### src/rtl/keyboard_writer_pkg.sv
// Shared constants for the PS/2 host-to-device transmitter.
// Latency: n/a (constants and a pure helper function only).
// Backpressure: n/a.
package keyboard_writer_pkg;

  // Transmitter states, kept as plain constants so legacy tools can read them.
  localparam logic [2:0] ST_IDLE    = 3'd0;
  localparam logic [2:0] ST_INHIBIT = 3'd1;
  localparam logic [2:0] ST_REQ     = 3'd2;
  localparam logic [2:0] ST_SEND    = 3'd3;
  localparam logic [2:0] ST_ACK     = 3'd4;
  localparam logic [2:0] ST_DONE    = 3'd5;
  localparam logic [2:0] ST_ERROR   = 3'd6;

  // Eight data bits + odd parity + stop bit are shifted out after the start bit.
  localparam int FRAME_BITS = 10;
  // The device acknowledge is read on this falling clock edge.
  localparam int ACK_EDGE   = 11;

  // Frame as it leaves LSB first: data, odd parity, stop (always 1).
  function automatic logic [9:0] build_frame(input logic [7:0] data);
    return {1'b1, ~^data, data};
  endfunction

endpackage

### src/rtl/keyboard_writer_if.sv
// Host-side handshake of the PS/2 transmitter: command byte in, status out.
// Latency: wires only.
// Backpressure: start is dropped by the writer while busy is high.
interface keyboard_writer_if;
  logic       start;
  logic [7:0] txData;
  logic       busy;
  logic       done;
  logic       error;
  logic       rxInhibit;

  modport master (output start, txData, input busy, done, error, rxInhibit);
  modport slave  (input start, txData, output busy, done, error, rxInhibit);
endinterface

### src/rtl/keyboard_writer_ps2_line_sync.sv
// Brings the raw PS/2 clock/data lines into the fast domain and flags clock falls.
// Latency: 2 cycles to the synchronised level; fall pulse valid in the cycle after.
// Backpressure: none; free-running.
module ps2_line_sync (
  input  logic clk,
  input  logic rst,
  input  logic ps2ClkIn,
  input  logic ps2DataIn,
  output logic clkFall,
  output logic dataLevel
);

  logic clkMeta;
  logic clkSync;
  logic clkPrev;
  logic dataMeta;
  logic dataSync;

  // Two-stage synchronisers plus one history flop on clock; reset to the idle-high level
  // so leaving reset never fakes a falling edge.
  always_ff @(posedge clk or negedge rst) begin
    if (!rst) begin
      clkMeta  <= 1'b1;
      clkSync  <= 1'b1;
      clkPrev  <= 1'b1;
      dataMeta <= 1'b1;
      dataSync <= 1'b1;
    end else begin
      clkMeta  <= ps2ClkIn;
      clkSync  <= clkMeta;
      clkPrev  <= clkSync;
      dataMeta <= ps2DataIn;
      dataSync <= dataMeta;
    end
  end

  assign clkFall   = clkPrev & ~clkSync;
  assign dataLevel = dataSync;

endmodule

### src/rtl/keyboard_writer.sv
// PS/2 host-to-device transmitter: inhibit, request-to-send, 10 bits out, ACK check.
// Latency: INHIBIT_CYCLES + 1 before release, then paced by 11 device clock falls.
// Backpressure: start ignored while busy; a stalled device is cut off after TIMEOUT_CYCLES.
module keyboard_writer
  import keyboard_writer_pkg::*;
#(
  parameter int INHIBIT_CYCLES = 5000,
  parameter int TIMEOUT_CYCLES = 750000
) (
  input  logic                clk,
  input  logic                rst,
  keyboard_writer_if.slave    host,
  input  logic                ps2ClkIn,
  input  logic                ps2DataIn,
  output logic                ps2ClkDrive,
  output logic                ps2DataDrive
);

  // One counter serves both the inhibit hold and the inter-edge timeout.
  localparam int MAX_CYCLES = (INHIBIT_CYCLES > TIMEOUT_CYCLES) ? INHIBIT_CYCLES : TIMEOUT_CYCLES;
  localparam int TIMER_W    = $clog2(MAX_CYCLES + 1);
  localparam logic [TIMER_W-1:0] INHIBIT_LAST = TIMER_W'(INHIBIT_CYCLES - 1);
  localparam logic [TIMER_W-1:0] TIMEOUT_LAST = TIMER_W'(TIMEOUT_CYCLES - 1);
  localparam logic [3:0] LAST_FRAME_CNT = 4'(FRAME_BITS - 1);
  localparam logic [3:0] ACK_CNT        = 4'(ACK_EDGE - 1);

  logic [2:0]         state;
  logic [TIMER_W-1:0] timer;
  logic [3:0]         bitCnt;
  logic [9:0]         frame;
  logic               clkFall;
  logic               dataLevel;

  ps2_line_sync u_sync (
    .clk       (clk),
    .rst       (rst),
    .ps2ClkIn  (ps2ClkIn),
    .ps2DataIn (ps2DataIn),
    .clkFall   (clkFall),
    .dataLevel (dataLevel)
  );

  // Main sequencer; drives are registered so the open-drain lines never glitch.
  always_ff @(posedge clk or negedge rst) begin
    if (!rst) begin
      state        <= ST_IDLE;
      timer        <= '0;
      bitCnt       <= '0;
      frame        <= '0;
      ps2ClkDrive  <= 1'b0;
      ps2DataDrive <= 1'b0;
    end else begin
      case (state)
        ST_IDLE: begin
          ps2ClkDrive  <= 1'b0;
          ps2DataDrive <= 1'b0;
          if (host.start) begin
            frame       <= build_frame(host.txData);
            bitCnt      <= '0;
            timer       <= '0;
            ps2ClkDrive <= 1'b1;
            state       <= ST_INHIBIT;
          end
        end

        // Hold clock low long enough for the device to abandon any frame of its own.
        ST_INHIBIT: begin
          if (timer == INHIBIT_LAST) begin
            ps2DataDrive <= 1'b1;
            state        <= ST_REQ;
          end else begin
            timer <= timer + 1'b1;
          end
        end

        // Start bit is on the data line; releasing clock hands control to the device.
        ST_REQ: begin
          ps2ClkDrive <= 1'b0;
          timer       <= '0;
          bitCnt      <= '0;
          state       <= ST_SEND;
        end

        // Each device falling edge advances one bit; the 10th places the stop bit
        // (drive released) and the frame is then complete.
        ST_SEND: begin
          if (clkFall) begin
            ps2DataDrive <= ~frame[0];
            frame        <= {1'b0, frame[9:1]};
            bitCnt       <= bitCnt + 1'b1;
            timer        <= '0;
            if (bitCnt == LAST_FRAME_CNT) begin
              state <= ST_ACK;
            end
          end else if (timer == TIMEOUT_LAST) begin
            ps2DataDrive <= 1'b0;
            state        <= ST_ERROR;
          end else begin
            timer <= timer + 1'b1;
          end
        end

        // Device pulls data low before the final falling edge to acknowledge.
        ST_ACK: begin
          if (clkFall && (bitCnt == ACK_CNT)) begin
            bitCnt       <= bitCnt + 1'b1;
            ps2DataDrive <= 1'b0;
            state        <= dataLevel ? ST_ERROR : ST_DONE;
          end else if (timer == TIMEOUT_LAST) begin
            ps2DataDrive <= 1'b0;
            state        <= ST_ERROR;
          end else begin
            timer <= timer + 1'b1;
          end
        end

        ST_DONE, ST_ERROR: begin
          ps2ClkDrive  <= 1'b0;
          ps2DataDrive <= 1'b0;
          state        <= ST_IDLE;
        end

        default: begin
          ps2ClkDrive  <= 1'b0;
          ps2DataDrive <= 1'b0;
          state        <= ST_IDLE;
        end
      endcase
    end
  end

  // Status is a pure decode of the state register, so reset clears it immediately.
  assign host.busy      = (state != ST_IDLE);
  assign host.rxInhibit = (state != ST_IDLE);
  assign host.done      = (state == ST_DONE);
  assign host.error     = (state == ST_ERROR);

endmodule

### src/flat_wrapper.sv
// flat-port wrapper written by rule: the top's interface ports become plain ports
module keyboard_writer_flat import keyboard_writer_pkg::*;
#(
  parameter int INHIBIT_CYCLES = 5000,
  parameter int TIMEOUT_CYCLES = 750000
)
  (clk, rst, ps2ClkIn, ps2DataIn, ps2ClkDrive, ps2DataDrive, host_start, host_txData, host_busy, host_done, host_error, host_rxInhibit);
  keyboard_writer_if host_i ();
  input  logic clk;
  input  logic rst;
  input  logic ps2ClkIn;
  input  logic ps2DataIn;
  output logic ps2ClkDrive;
  output logic ps2DataDrive;
  input wire logic [$bits(host_i.start)-1:0] host_start;
  input wire logic [$bits(host_i.txData)-1:0] host_txData;
  output wire logic [$bits(host_i.busy)-1:0] host_busy;
  output wire logic [$bits(host_i.done)-1:0] host_done;
  output wire logic [$bits(host_i.error)-1:0] host_error;
  output wire logic [$bits(host_i.rxInhibit)-1:0] host_rxInhibit;
  assign host_i.start = host_start;
  assign host_i.txData = host_txData;
  assign host_busy = host_i.busy;
  assign host_done = host_i.done;
  assign host_error = host_i.error;
  assign host_rxInhibit = host_i.rxInhibit;
  keyboard_writer #(.INHIBIT_CYCLES(INHIBIT_CYCLES), .TIMEOUT_CYCLES(TIMEOUT_CYCLES)) u_core (.clk(clk), .rst(rst), .host(host_i), .ps2ClkIn(ps2ClkIn), .ps2DataIn(ps2DataIn), .ps2ClkDrive(ps2ClkDrive), .ps2DataDrive(ps2DataDrive));
endmodule
### config.mk
export PLATFORM = sky130hd
export DESIGN_NAME = keyboard_writer_flat
export DESIGN_NICKNAME = d
export VERILOG_FILES = /design/src/rtl/keyboard_writer_pkg.sv /design/src/rtl/keyboard_writer_if.sv /design/src/rtl/keyboard_writer_ps2_line_sync.sv /design/src/rtl/keyboard_writer.sv /design/src/flat_wrapper.sv
export SDC_FILE = /design/constraint.sdc
export NUM_CORES = 1
export LEC_CHECK = 0
export ABC_AREA = 1
export CAP_MARGIN = 20
export CORE_MARGIN = 4
export CORE_UTILIZATION = 59
export CTS_CLUSTER_DIAMETER = 100
export DETAILED_ROUTE_END_ITERATION = 10
export PLACE_DENSITY = 0.81
export SYNTH_ARGS = -nofsm -noshare
export SYNTH_HDL_FRONTEND = slang
export SYNTH_SLANG_ARGS = --single-unit
### constraint.sdc
create_clock -name clk -period 2.26 [get_ports clk]
set_input_delay 0.226 -clock clk [delete_from_list [all_inputs] [get_ports clk]]
set_output_delay 0.226 -clock clk [all_outputs]
set_load 0.05 [all_outputs]
# --- Word-level counts from Yosys, hierarchy flattened ---
# Cells that the tools add are included.
op_classes:
  reduce_logical: 13
  eq_ne: 17
  bitwise_logic: 4
  n_mux: 28
  n_addsub: 2
op_table:
  columns: ["cell", "count"]
  rows:
  - ["20-bit 2-to-1 mux", 5]
  - ["20-bit case mux with 5 select lines", 1]
  - ["20-bit by 1-bit adder with 20-bit output, second input constant", 1]
  - ["20-bit by 13-bit equality test with 1-bit output, second input constant", 1]
  - ["20-bit equality test, second input constant", 1]
  - ["10-bit 2-to-1 mux", 2]
  - ["10-bit case mux with 2 select lines", 1]
  - ["3-bit 2-to-1 mux", 6]
  - ["4-bit case mux with 4 select lines", 1]
  - ["3-bit case mux with 5 select lines", 1]
  - ["4-bit 2-to-1 mux", 3]
  - ["3-bit equality test, second input constant", 3]
  - ["4-bit equality test, second input constant", 2]
  - ["4-bit AND reduction", 2]
  - ["8-bit XNOR reduction", 1]
  - ["3-bit by 2-bit equality test with 1-bit output, second input constant", 2]
  - ["2-bit by 1-bit inequality test with 1-bit output, second input constant", 3]
  - ["2-bit inequality test, second input constant", 3]
  - ["3-bit AND reduction", 2]
  - ["1-bit 2-to-1 mux", 5]
  - ["5-bit nonzero test", 1]
  - ["4-bit by 1-bit adder with 4-bit output, second input constant", 1]
  - ["1-bit case mux with 4 select lines", 1]
  - ["4-bit nonzero test", 1]
  - ["other kinds (12)", 14]
totals:
  regBits: 44
  wordCells: 75

# --- Logic depth before layout (Yosys ltp) ---
depth:
  ltp_word: 5
  ltp_mapped: 11

# --- By module ---
# Synthesis repeated with hierarchy kept, for this count alone.
hier_totals:
  cells_unflattened: 425
  hier_area_um2: 2996.6
modules_own_cells:
  columns: ["module", "n_inst", "seq_area_each_um2", "area_each_um2", "cells_per_inst"]
  rows:
  - ["keyboard_writer", 1, 975.9, 2855.2, 418]
  - ["ps2_line_sync", 1, 131.4, 141.4, 7]

# --- Least setup slack after synthesis ---
# No wires, ideal clock.
synth_path:
  path_kind: "reg2out"
  start: "reg u_core.state[2]"
  end: "out host_error"
  slack_ns: 0.495
  path_buffers: 0
  arrival_ns: 1.539
  stages_incl_launch_ff: 3
  cell_sequence: "dfrtp_1 inv_2 nor3_1"
synth_via:
  elab_chain_cells: 1
synth_rtl:
  columns: ["item", "line", "source"]
  rows:
  - ["from (decl)", "keyboard_writer.sv:27", "logic [2:0] state;"]
  - ["from (signal assigned)", "keyboard_writer.sv:108", "state <= dataLevel ? ST_ERROR : ST_DONE;"]
  - ["3-bit equality test", "keyboard_writer.sv:136", "assign host.error = (state == ST_ERROR);"]
  - ["to (decl)", "flat_wrapper.sv:19", "output wire logic [$bits(host_i.error)-1:0] host_error;"]
# No other way between the ends.

# --- Worst setup path in the final report ---
# Ends and elaborated chain as after synthesis.

==> results.json <==
{
  "tritoncts": "built",
  "async_reset_ff_frac": 1.00,
  "yosys-top-cells-area": "dfrtp_1, nand2_1, nand3_1, inv_1, nor2_1",
  "portBuffers": 18,
  "drt_pre_antenna_iters": 5,
  "area_growth_pct": 12.2,
  "synth.avg_cell_area_um2": 6.78,
  "synth_area_leader_cell": "dfrtp_1",
  "syn_inst": 432,
  "start_kind": "flop",
  "ioPinCount": 19,
  "initial_core_util": 0.616,
  "routedWlPerCell_um": 13.1,
  "rr_startpoint": "u_core.u_sync.clkPrev",
  "failed_checks": "negative hold slack",
  "slew_headroom": 0.635,
  "required_ns": 2.03,
  "setup.worst_path.end_class": "primary output",
  "synth_edf_count": 0,
  "die_h_um": 78.5,
  "worstPathMaxFanout": 8,
  "grt_use_total": 0.242,
  "finish.net_count": 470,
  "finalHoldViolations": 14,
  "drive_above_1_share": 0.0749,
  "die-area_mm2": 0.00616,
  "globalplace.congestion": 0.921,
  "drt_iter0_drc": 199,
  "dp_hpwl_um": 5140,
  "cts_sinks": 44,
  "worstSetupPathType": "flop to primary output",
  "maxCapViolCount": 0,
  "period_needed_ns": 2.07,
  "grt_start_max_net_pins": 45,
  "status": "complete, but fails checks",
  "slew_viol_final": 0,
  "grt_pass1_vias": 2655,
  "synth_common_cells": "nand2_1, inv_1, nand3_1",
  "num_rows": 25,
  "yosysTopAreaCellShare": 0.333,
  "wl_um": 6840,
  "vias_per_cell": 5.34,
  "drc": 0,
  "cts_made_buffers": 5,
  "clockBufferDepth": 2,
  "fmax_mhz": 484,
  "antenna_left": 0,
  "setup_viol": 0,
  "finClkSkew_ns": 0.00890,
  "hp-class": "input pin to async pin",
  "clk_pin_slew_ns": 0.08,
  "ys_warn_count": 0,
  "grt.overflow.total": 0,
  "hold_slack_ns": -0.00614,
  "synth.distinct_cells": 31,
  "syn_nets": 449,
  "syn_area_mm2": 0.00293,
  "powerDensity_mw_per_mm2": 897,
  "r2r_end": "u_core.timer[16]",
  "synth_sequential_area_ratio": 0.378,
  "reg2reg_depth": 9,
  "ir_drop_v": 0.000699,
  "grt_pass1_wl_um": 11800,
  "vias": 2782,
  "clk_latency_ns": 0.30,
  "root_buffer": "clkbuf_8",
  "cts_hold_buf": 0,
  "synth_ff_type": "dfrtp_1",
  "rrSetupSlack_ns": 0.22,
  "postCtsSetupRepairBufs": 0,
  "antenna_found_initial": 0,
  "fin_setup_tns_ns": 0,
  "htree_levels": 2,
  "cp.arrival_ns": 1.84,
  "rsz0062_at_grt": "false",
  "period_share": 0.914,
  "p_leak_uw": 0.00160,
  "die_x_um": 78.5,
  "yosysMostFrequentCell": "nand2_1",
  "worst_pin_slew_ns": 0.548,
  "diodes": 0,
  "ys_ff_latch": 44,
  "coreArea_mm2": 0.00475
}
worst max-delay path, stage by stage, from the launching register on:
cell             delay, ns
dfrtp_1               0.42
inv_2                 0.10
nor3_1                0.19
clkdlybuf4s50_1       0.83
per-layer routing:
| layer | up-vias | track usage | share of wire |
|---|---|---|---|
| met5 | - | 0 | 0 |
| met2 | 85 | 0.411 | 0.49 |
| met4 | 0 | 0.0997 | 0.024 |
| met3 | 17 | 0.0390 | 0.047 |
| met1 | 1258 | 0.307 | 0.44 |
| li1 | 1422 | - | - |
kinds of logic after synthesis:
group                      after synthesis  share of synthesized area
DFF                                     44                      0.378
AOI/OAI and AO/OA                       48                     0.0935
xor gates and xnor gates                17                     0.0508
buffers and inverters                   68                     0.0918
and+or+nand+nor                        251                      0.369
adders and majority gates                4                     0.0171
cells in the final DEF (no fill, tap or decap), types with 2 or more instances in the layout:
cell type	n
o21ai_1	11
o21ai_0	19
inv_1	55
nor3_1	8
nand4_1	9
nand2_2	2
nand3_1	48
inv_2	3
dfstp_2	5
dlymetal6s2s_1	2
nand2_1	128
nor2_1	46
buf_4	6
or2_2	3
nor2_2	3
xor2_1	11
ha_1	4
clkbuf_8	7
xnor2_1	6
clkdlybuf4s50_1	15
a21oi_1	5
o211ai_1	9
dfrtp_1	39
power breakdown:
group,internal (uW),switching (uW),total (uW)
clock network,279,262,541
logic,426,911,1340
registers,961,110,1070
timing repair:
action                                  4_1_cts  5_1_grt
hold endpoints to repair                      0        0
endpoints found under the setup margin        0        2
gates resized for setup                       0        2
sequential cells by signal, summed over array words and instances, names as in the netlist:
name                     cells
u_core.ps2ClkDrive           1
u_core.frame                10
u_core.state                 3
u_core.bitCnt                4
u_core.u_sync.clkSync        1
u_core.u_sync.clkPrev        1
u_core.u_sync.dataLevel      1
u_core.u_sync.dataMeta       1
u_core.ps2DataDrive          1
u_core.u_sync.clkMeta        1
u_core.timer                20
per-stage QoR:
step                      total power (uW)  setup slack (ns)  area [um2]  utilization  std cells
after floorplan                       2050             0.495        2930            -        432
after global placement                2380             0.331        3180        0.669        513
after detailed placement              2420             0.252        3180        0.669        513
after CTS                             2960            0.0589        3280        0.691        521
after global routing                  3200           0.00932        3290        0.692        521
final                                 2950             0.194        3290        0.692        521
worst max-delay path by stage:
stage / start / endpoint / depth (start not counted)
after global routing: u_core.u_sync.clkPrev / u_core.bitCnt[1] / 8
after floorplan: u_core.state[2] / host_error / 2
after CTS: u_core.state[1] / host_busy / 5
after global placement: u_core.timer[1] / u_core.timer[0] / 7
after detailed placement: u_core.u_sync.clkPrev / u_core.timer[16] / 9
final: u_core.state[2] / host_error / 3
final cells by class:
| type | count | area (um2) |
|---|---|---|
| fillers | 411 | 1470 |
| well taps | 67 | 83.8 |
| clock buffers | 8 | 100 |
| flip-flops and latches | 44 | 1110 |
| multi-input cells | 320 | 1550 |
| inverters | 58 | 218 |
| repair buffers | 24 | 225 |
(Power assumes the default switching activity.)
